## src/rtl/instr_encoder.sv

```systemverilog
// instr_encoder: streaming RV32I field-to-word encoder with optional LUI+ADDI load-immediate expansion.
// Define INSTR_ENCODER_STATS_EN to add saturating stat_words / stat_errs counters.
module instr_encoder #(
    parameter int CHECK_ALIGN = 1,
    parameter int STAT_W      = 16
) (
    input  logic        clk,
    input  logic        rst_n,
    input  logic        in_valid,
    output logic        in_ready,
    input  logic [6:0]  in_opcode,
    input  logic [4:0]  in_rd,
    input  logic [4:0]  in_rs1,
    input  logic [4:0]  in_rs2,
    input  logic [2:0]  in_funct3,
    input  logic [6:0]  in_funct7,
    input  logic [31:0] in_imm,
    input  logic        in_expand,
    output logic        out_valid,
    input  logic        out_ready,
    output logic [31:0] out_instr,
    output logic        out_last,
    output logic        err_valid,
    output logic [1:0]  err_code
`ifdef INSTR_ENCODER_STATS_EN
    ,
    output logic [STAT_W-1:0] stat_words,
    output logic [STAT_W-1:0] stat_errs
`endif
);

    localparam logic [6:0] OP_LUI    = 7'b0110111;
    localparam logic [6:0] OP_AUIPC  = 7'b0010111;
    localparam logic [6:0] OP_JAL    = 7'b1101111;
    localparam logic [6:0] OP_JALR   = 7'b1100111;
    localparam logic [6:0] OP_LOAD   = 7'b0000011;
    localparam logic [6:0] OP_IMM    = 7'b0010011;
    localparam logic [6:0] OP_STORE  = 7'b0100011;
    localparam logic [6:0] OP_BRANCH = 7'b1100011;
    localparam logic [6:0] OP_REG    = 7'b0110011;

    typedef enum logic [1:0] {IDLE, EMIT, EMIT2} state_t;

    state_t      state_reg, state_next;
    logic [31:0] out_instr_reg, out_instr_next;
    logic [31:0] lo_instr_reg, lo_instr_next;
    logic        out_last_reg, out_last_next;
    logic        pending_lo_reg, pending_lo_next;
    logic        err_valid_reg, err_valid_next;
    logic [1:0]  err_code_reg, err_code_next;

    logic fmt_u, fmt_j, fmt_i, fmt_s, fmt_b, fmt_r;
    logic signed [31:0] imm_s;
    logic in_i_range, in_b_range, in_j_range;
    logic bad_opcode, bad_align, bad_range, do_expand;
    logic [1:0]  req_err;
    logic [19:0] lui_hi;
    logic [31:0] enc_word, first_word, addi_word;
    logic        accept, drain;

    always_comb begin
        fmt_u = 1'b0;
        fmt_j = 1'b0;
        fmt_i = 1'b0;
        fmt_s = 1'b0;
        fmt_b = 1'b0;
        fmt_r = 1'b0;
        case (in_opcode)
            OP_LUI, OP_AUIPC:         fmt_u = 1'b1;
            OP_JAL:                   fmt_j = 1'b1;
            OP_JALR, OP_LOAD, OP_IMM: fmt_i = 1'b1;
            OP_STORE:                 fmt_s = 1'b1;
            OP_BRANCH:                fmt_b = 1'b1;
            OP_REG:                   fmt_r = 1'b1;
            default:                  ;
        endcase
    end

    assign imm_s      = $signed(in_imm);
    assign in_i_range = (imm_s >= -32'sd2048) && (imm_s <= 32'sd2047);
    assign in_b_range = (imm_s >= -32'sd4096) && (imm_s <= 32'sd4094);
    assign in_j_range = (imm_s >= -32'sd1048576) && (imm_s <= 32'sd1048574);

    assign bad_opcode = !(fmt_u || fmt_j || fmt_i || fmt_s || fmt_b || fmt_r);
    assign bad_align  = (CHECK_ALIGN != 0) && (fmt_b || fmt_j) && in_imm[0];
    assign do_expand  = (in_opcode == OP_IMM) && (in_funct3 == 3'b000) && (in_rs1 == 5'd0)
                        && in_expand && !in_i_range;
    assign bad_range  = ((fmt_i || fmt_s) && !in_i_range && !do_expand)
                        || (fmt_b && !in_b_range)
                        || (fmt_j && !in_j_range)
                        || (fmt_u && (in_imm[11:0] != 12'd0));
    assign req_err    = bad_opcode ? 2'b11 : bad_align ? 2'b10 : bad_range ? 2'b01 : 2'b00;

    always_comb begin
        enc_word = {in_funct7, in_rs2, in_rs1, in_funct3, in_rd, in_opcode};
        if (fmt_u)
            enc_word = {in_imm[31:12], in_rd, in_opcode};
        else if (fmt_j)
            enc_word = {in_imm[20], in_imm[10:1], in_imm[11], in_imm[19:12], in_rd, in_opcode};
        else if (fmt_i)
            enc_word = {in_imm[11:0], in_rs1, in_funct3, in_rd, in_opcode};
        else if (fmt_s)
            enc_word = {in_imm[11:5], in_rs2, in_rs1, in_funct3, in_imm[4:0], in_opcode};
        else if (fmt_b)
            enc_word = {in_imm[12], in_imm[10:5], in_rs2, in_rs1, in_funct3,
                        in_imm[4:1], in_imm[11], in_opcode};
    end

    // Adding imm[11] to the upper part is (imm + 0x800) >> 12, compensating the sign-extended ADDI.
    assign lui_hi     = in_imm[31:12] + {19'd0, in_imm[11]};
    assign addi_word  = {in_imm[11:0], in_rd, 3'b000, in_rd, OP_IMM};
    assign first_word = do_expand ? {lui_hi, in_rd, OP_LUI} : enc_word;

    assign out_valid = (state_reg != IDLE);
    assign in_ready  = !pending_lo_reg && (!out_valid || out_ready);
    assign accept    = in_valid && in_ready;
    assign drain     = out_valid && out_ready;

    always_comb begin
        state_next      = state_reg;
        out_instr_next  = out_instr_reg;
        lo_instr_next   = lo_instr_reg;
        out_last_next   = out_last_reg;
        pending_lo_next = pending_lo_reg;
        err_valid_next  = 1'b0;
        err_code_next   = err_code_reg;
        if (drain && pending_lo_reg) begin
            out_instr_next  = lo_instr_reg;
            out_last_next   = 1'b1;
            pending_lo_next = 1'b0;
            state_next      = EMIT2;
        end else begin
            if (drain)
                state_next = IDLE;
            if (accept) begin
                if (req_err != 2'b00) begin
                    err_valid_next = 1'b1;
                    err_code_next  = req_err;
                end else begin
                    out_instr_next  = first_word;
                    out_last_next   = !do_expand;
                    pending_lo_next = do_expand;
                    lo_instr_next   = addi_word;
                    state_next      = EMIT;
                end
            end
        end
    end

    always_ff @(posedge clk) begin
        if (!rst_n) begin
            state_reg      <= IDLE;
            out_instr_reg  <= 32'd0;
            lo_instr_reg   <= 32'd0;
            out_last_reg   <= 1'b0;
            pending_lo_reg <= 1'b0;
            err_valid_reg  <= 1'b0;
            err_code_reg   <= 2'b00;
        end else begin
            state_reg      <= state_next;
            out_instr_reg  <= out_instr_next;
            lo_instr_reg   <= lo_instr_next;
            out_last_reg   <= out_last_next;
            pending_lo_reg <= pending_lo_next;
            err_valid_reg  <= err_valid_next;
            err_code_reg   <= err_code_next;
        end
    end

    assign out_instr = out_instr_reg;
    assign out_last  = out_last_reg;
    assign err_valid = err_valid_reg;
    assign err_code  = err_code_reg;

`ifdef INSTR_ENCODER_STATS_EN
    logic [1:0] stat_inc;
    assign stat_inc = {err_valid_reg, drain};

    for (genvar gi = 0; gi < 2; gi++) begin : g_stat
        logic [STAT_W-1:0] cnt_reg;
        always_ff @(posedge clk) begin
            if (!rst_n)
                cnt_reg <= '0;
            else if (stat_inc[gi] && (cnt_reg != '1))
                cnt_reg <= cnt_reg + {{(STAT_W-1){1'b0}}, 1'b1};
        end
    end

    assign stat_words = g_stat[0].cnt_reg;
    assign stat_errs  = g_stat[1].cnt_reg;
`endif

endmodule
```

## config.mk

```make
export PLATFORM = sky130hd
export DESIGN_NAME = instr_encoder
export DESIGN_NICKNAME = d
export VERILOG_FILES = /design/src/rtl/instr_encoder.sv
export SDC_FILE = /design/constraint.sdc
export NUM_CORES = 1
export LEC_CHECK = 0
export CORE_MARGIN = 5
export CORE_UTILIZATION = 48
export CTS_CLUSTER_DIAMETER = 200
export CTS_CLUSTER_SIZE = 28
export DETAILED_ROUTE_END_ITERATION = 10
export HOLD_SLACK_MARGIN = 0.02
export PLACE_DENSITY = 0.79
export RECOVER_POWER = 50
export SYNTH_ARGS = -nofsm -noshare
export SYNTH_HDL_FRONTEND = slang
export SYNTH_SLANG_ARGS = --single-unit
```

## constraint.sdc

```tcl
create_clock -name clk -period 3.5 [get_ports clk]
set_input_delay 0.525 -clock clk [delete_from_list [all_inputs] [get_ports clk]]
set_output_delay 0.525 -clock clk [all_outputs]
set_load 0.03 [all_outputs]
```

==> results.yml, run 1 <==
clocking:
  holdBufCountCts: 0
  clk_path_buf_depth: 2
  cts_resized: 0
  cts.clk_slew.worst_paths_ps: 70
  numCtsBuffers: 9
  insertion_delay_ps: 340
  cts_root_buf: "clkbuf_8"
  cts_tree: "built"
  cts.htree.levels: 3
  clock_sinks: 57
  cts_setup_buffers: 0
finish:
  ff_latch_area_mm2: 0.00114
  largest_register_ff_count: 32
  finish.net_count: 690
  fillCellCount: 628
  multi_input_area_mm2: 0.00225
  diodes: 0
  final_cells: 721
  drive_gt1_frac: 0.137
  area_growth_pct: 45.1
flow_run:
  cap_violations: 0
yosys:
  synth_top_cell_by_area: "dfxtp_1"
  yosysSeqAreaShare: 0.316
  synth_ff_type: "dfxtp_1"
  yosysUniqueCellTypes: 59
  yosys-top-cells-area: "dfxtp_1, nand2_1, nand3_1"
  avgSynthCellArea_um2: 7.58
  synth_edf_count: 0
  synthArstFlopShare: 0
  synth_nets: 550
  ys_ff_latch: 57
  synth_most_common_cell: "nand2_1"
  yosys_warnings: 0
  netlist_area_mm2: 0.00361
  synth_top_cell_area_share: 0.316
  synthTopCellsByCount: "nand2_1, dfxtp_1, nand3_1"
  synthCells: 477
timing:
  setup_viol: 0
  final_hold_viol_count: 0
  grt_setup_unrepaired: "no"
  final.period_utilization: 0.949
  relSlewSlack: 0.170
  fin_ws_ps: 179
  max_freq_mhz: 301
  period_needed_ps: 3320
  worstMarginPinSlew_ps: 1240
  finalMaxSlewViolations: 0
  skew_ps: 4.80
routing:
  postRouteAntennaNets: 0
  wl_um: 14000
  dr.pass1.iters: 5
  vias: 4442
  drt-initial-drc-count: 427
  drc_errors: 0
  avgRoutedWirePerCell_um: 19.4
  routed_via_density: 6.16
global_route:
  grt_pass1_vias: 4266
  grt_usage: 0.292
  antenna_found_initial: 0
  grt_pass1_wl_um: 22700
  grt_overflow: 0
  grt_max_degree: 39
run_status:
  status: "complete, no violations"
floorplan:
  dieArea_mm2: 0.00936
  dieWidth_um: 96.8
  io_pins: 107
  core_area_mm2: 0.00729
  fp.dieH_um: 96.8
  start_util: 0.496
  rows: 31
place:
  dp_cells: 705
  dp_hpwl_um: 10900
  io_buffers: 106
  routabilityCongestion: 1.06
  dp_slack_ps: -114
critical_path:
  worst_setup_path_end_kind: "flop"
  worst-path-max-fanout: 28
  required_ps: 3740
  cp.arrival_ps: 3560
  crit_type: "input port to flop"
  crit_path_start_kind: "input port"
power_and_ir_drop:
  power_density_mw_per_mm2: 300
  ir_drop_uv: 237
  power_leakage_uw: 0.00207
hold_path:
  min_path_type: "flop to flop"
==> metrics by stage <==
step                      utilization  instance area, um^2  hold slack (ps)  total power [uW]  setup TNS [ps]
final                           0.719                 5240              444              1570               0
after global routing            0.719                 5240              471              1630               0
after CTS                       0.721                 5260              449              1580               0
after detailed placement        0.694                 5060              439               974            -960
after global placement          0.694                 5060              438               972            -228
after floorplan                     -                 3610              431               796               0
==> path summary, 6_finish.rpt <==
check | to | start | cells after the start | slack (ps)
max | out_instr[20] | in_imm[2] | 10 | 180
min | out_instr[0] | out_instr[0] | 2 | 440
max reg2reg | out_instr[16] | state_reg[1] | 9 | 830
min reg2reg | out_instr[0] | out_instr[0] | 2 | 440
==> layout by cell type, fill, tap and decap left out, types with 3 or more instances in the layout <==
cell type / n
ha_1: 4
nor4_1: 9
nand3_1: 42
dfxtp_1: 57
clkbuf_1: 4
buf_4: 55
clkdlybuf4s50_1: 67
mux2_2: 5
dlygate4sd3_1: 39
o31a_1: 4
nor3_1: 26
and3_1: 12
or4_1: 3
nand2b_1: 4
nand4_1: 26
a211oi_1: 7
mux2i_1: 16
o311ai_0: 5
a21oi_1: 40
o21ai_0: 8
o21a_1: 3
clkbuf_8: 10
a41o_1: 3
a211o_1: 4
nand2_1: 68
nor2_1: 22
o2111ai_1: 8
a31oi_1: 11
and4_1: 3
or3_1: 4
inv_1: 11
==> per-layer routing <==
layer,share of wire,up-vias,track usage,routed length [um]
met5,0,-,0,0
met4,0.020,0,0.0972,287
met3,0.098,24,0.0633,1370
met2,0.47,271,0.468,6540
met1,0.41,2050,0.391,5810
li1,-,2097,-,-
==> where the power goes <==
| group | total (uW) | leakage [uW] | internal [uW] | switching [uW] |
|---|---|---|---|---|
| Clock | 613 | 0.0000953 | 345 | 267 |
| Sequential | 668 | 0.000461 | 661 | 6.46 |
| Combinational | 294 | 0.00151 | 143 | 150 |
| Total | 1570 | 0.00207 | 1150 | 424 |
==> critical path, cell delays in order <==
cell             delay [ps]
clkdlybuf4s50_1         640
nand4_1                 150
or4_1                   480
o31a_1                  260
or4_4                   540
nand3_2                 120
buf_4                   300
buf_4                   250
nand3_1                  90
a31oi_1                 190
==> cells by family (layout without fill, tap and decap cells) <==
group	Yosys count	count (layout)	share of synthesized area
xor gates and xnor gates	1	1	0.00242
DFF	57	57	0.316
buffers and inverters	47	192	0.0623
muxes	21	21	0.0599
AOI/OAI and AO/OA	116	116	0.222
adders and majority gates	4	4	0.0139
and+or+nand+nor	231	231	0.324
==> final cells by class <==
class,count,share of cell area
timing repair buffer,164,0.283
sequential,57,0.218
multi-input combinational,373,0.429
inverter,12,0.00859
clock buffer,11,0.0270
tap,99,0.0236
clock inverter,5,0.0105
(Power assumes the default switching activity.)
==> run 2: changes to the inputs <==
--- a/config.mk
+++ b/config.mk
@@ -10,6 +10,7 @@
 export CTS_CLUSTER_DIAMETER = 200
 export CTS_CLUSTER_SIZE = 28
 export DETAILED_ROUTE_END_ITERATION = 10
+export GPL_TIMING_DRIVEN = 0
 export HOLD_SLACK_MARGIN = 0.02
 export PLACE_DENSITY = 0.79
 export RECOVER_POWER = 50
==> results.yml, run 2 (synthesis gave the netlist of run 1 again) <==
run_status:
  status: "complete, no violations"
global_route:
  grt_usage: 0.300
  grt_pass1_wl_um: 22900
  grt_max_degree: 11
  antenna_found_initial: 0
  grt_overflow: 0
  grt_pass1_vias: 4200
critical_path:
  cp_slowest_cell: "clkdlybuf4s50_1"
  path_buf_inv: 2
  cp.arrival_ps: 3740
  r2r_start: "state_reg[1]"
  crit_top_cell: "or4_1"
  cpPeakStageDelay_ps: 680
  crit_chain: "clkdlybuf4s50_1 -> nand4_1 -> or4_1 -> o31a_1 -> or4_1 -> and3_1 -> buf_2 -> nor2_1 -> a311o_1"
  required_ps: 3780
  crit_type: "input port to flop"
  crit_family: "simple AND/OR/NAND/NOR gates"
  worst_setup_path_end_kind: "flop"
  startpoint: "in_imm[3]"
  crit_path_start_kind: "input port"
  worst-path-max-fanout: 9
floorplan:
  fp.dieH_um: 96.8
  dieWidth_um: 96.8
  core_area_mm2: 0.00729
  io_pins: 107
  rows: 31
  start_util: 0.496
  dieArea_mm2: 0.00936
finish:
  fin_area_mm2: 0.00509
  diodes: 0
  drive_gt1_frac: 0.0833
  finish.net_count: 668
  area_growth_pct: 40.8
  final_common_cell: "nand2_1"
  largest_register_ff_count: 32
  utilization: 0.698
  final_cell_mix: "nand2_1, clkdlybuf4s50_1, dfxtp_1"
  final_cells: 699
timing:
  final.period_utilization: 0.987
  finalMaxSlewViolations: 0
  setup_viol: 0
  period_needed_ps: 3450
  holdWs_ps: 443
  skew_ps: 7.26
  final_hold_viol_count: 0
  max_freq_mhz: 290
  worstMarginPinSlew_ps: 909
  grt_setup_unrepaired: "no"
  fin_ws_ps: 46.6
  relSlewSlack: 0.390
clocking:
  cts.clk_slew.worst_paths_ps: 60
  cts.htree.levels: 3
  clock_sinks: 57
  clk_path_buf_depth: 2
  cts_root_buf: "clkbuf_8"
  cts_tree: "built"
  numCtsBuffers: 9
  insertion_delay_ps: 340
  holdBufCountCts: 0
routing:
  drc_errors: 0
  postRouteAntennaNets: 0
  routed_via_density: 6.32
  avgRoutedWirePerCell_um: 21.1
  dr.pass1.iters: 5
  wl_um: 14800
  drt-initial-drc-count: 487
  vias: 4416
place:
  dp_slack_ps: -590
  place_area_mm2: 0.00478
  routabilityCongestion: 1.01
  dp_hpwl_um: 11100
  io_buffers: 104
  dp_cells: 680
hold_path:
  min_path_type: "flop to flop"
  min_from: "out_instr[0]"
power_and_ir_drop:
  ir_drop_uv: 311
  power_leakage_uw: 0.00196
  power_density_mw_per_mm2: 345
flow_run:
  cap_violations: 0
run 2: changes by cell type in the layout (fill, tap and decap cells not counted), sizes merged:
cell           change
buf               -37
clkdlybuf4s50      -4
bufinv             +2
dlymetal6s2s       +2
clkbuf            +18
clkinvlp           -1
clkinv             -2
run 2: path summary, 6_finish.rpt:
path              endpoint  slack [ps]  cells past startpoint
max reg2reg  out_instr[23]         850                      9
min           out_instr[0]         440                      2
max           out_instr[7]          50                      9
min reg2reg   out_instr[0]         440                      2
run 2: worst min-delay path, cell delays in order (launching register included):
cell and delay [ps]:
dfxtp_1 310, inv_1 40, a21oi_1 50
run 2: per-stage QoR:
| step | power, uW | setup TNS [ps] |
|---|---|---|
| 2_1_floorplan | 796 | 0 |
| 3_3_place_gp | 951 | -19920 |
| 3_5_place_dp | 954 | -21010 |
| 4_1_cts | 1750 | 0 |
| 5_1_grt | 1800 | 0 |
| 6_report | 1750 | 0 |
run 2: report_power, final:
| group | switching, uW | leakage, uW | internal (uW) | total (uW) |
|---|---|---|---|---|
| Sequential | 6.12 | 0.000461 | 661 | 667 |
| Combinational | 152 | 0.00137 | 126 | 278 |
| Clock | 278 | 0.000129 | 531 | 809 |
run 2: repair_timing:
action                     in CTS  in global routing
setup endpoints to repair      48                 12
resized for setup               5                  5
buffers inserted                0                  3
pin swaps                       0                  1
cloned                          0                  0
run 2: layout make-up:
type / count / area [um^2]
inverter: 12 / 45.0
tap: 99 / 124
multi-input combinational: 373 / 2270
buffer: 35 / 175
sequential: 57 / 1140
clock buffer: 12 / 165
fill: 619 / 2200
timing repair buffer: 107 / 1070
clock inverter: 4 / 97.6
run 2: layer usage:
layer  wire, um  part of all wire  track usage
met2       6920              0.47        0.483
met3       1310             0.089       0.0511
met4        300             0.020        0.103
met1       6230              0.42        0.405
met5          0                 0            0
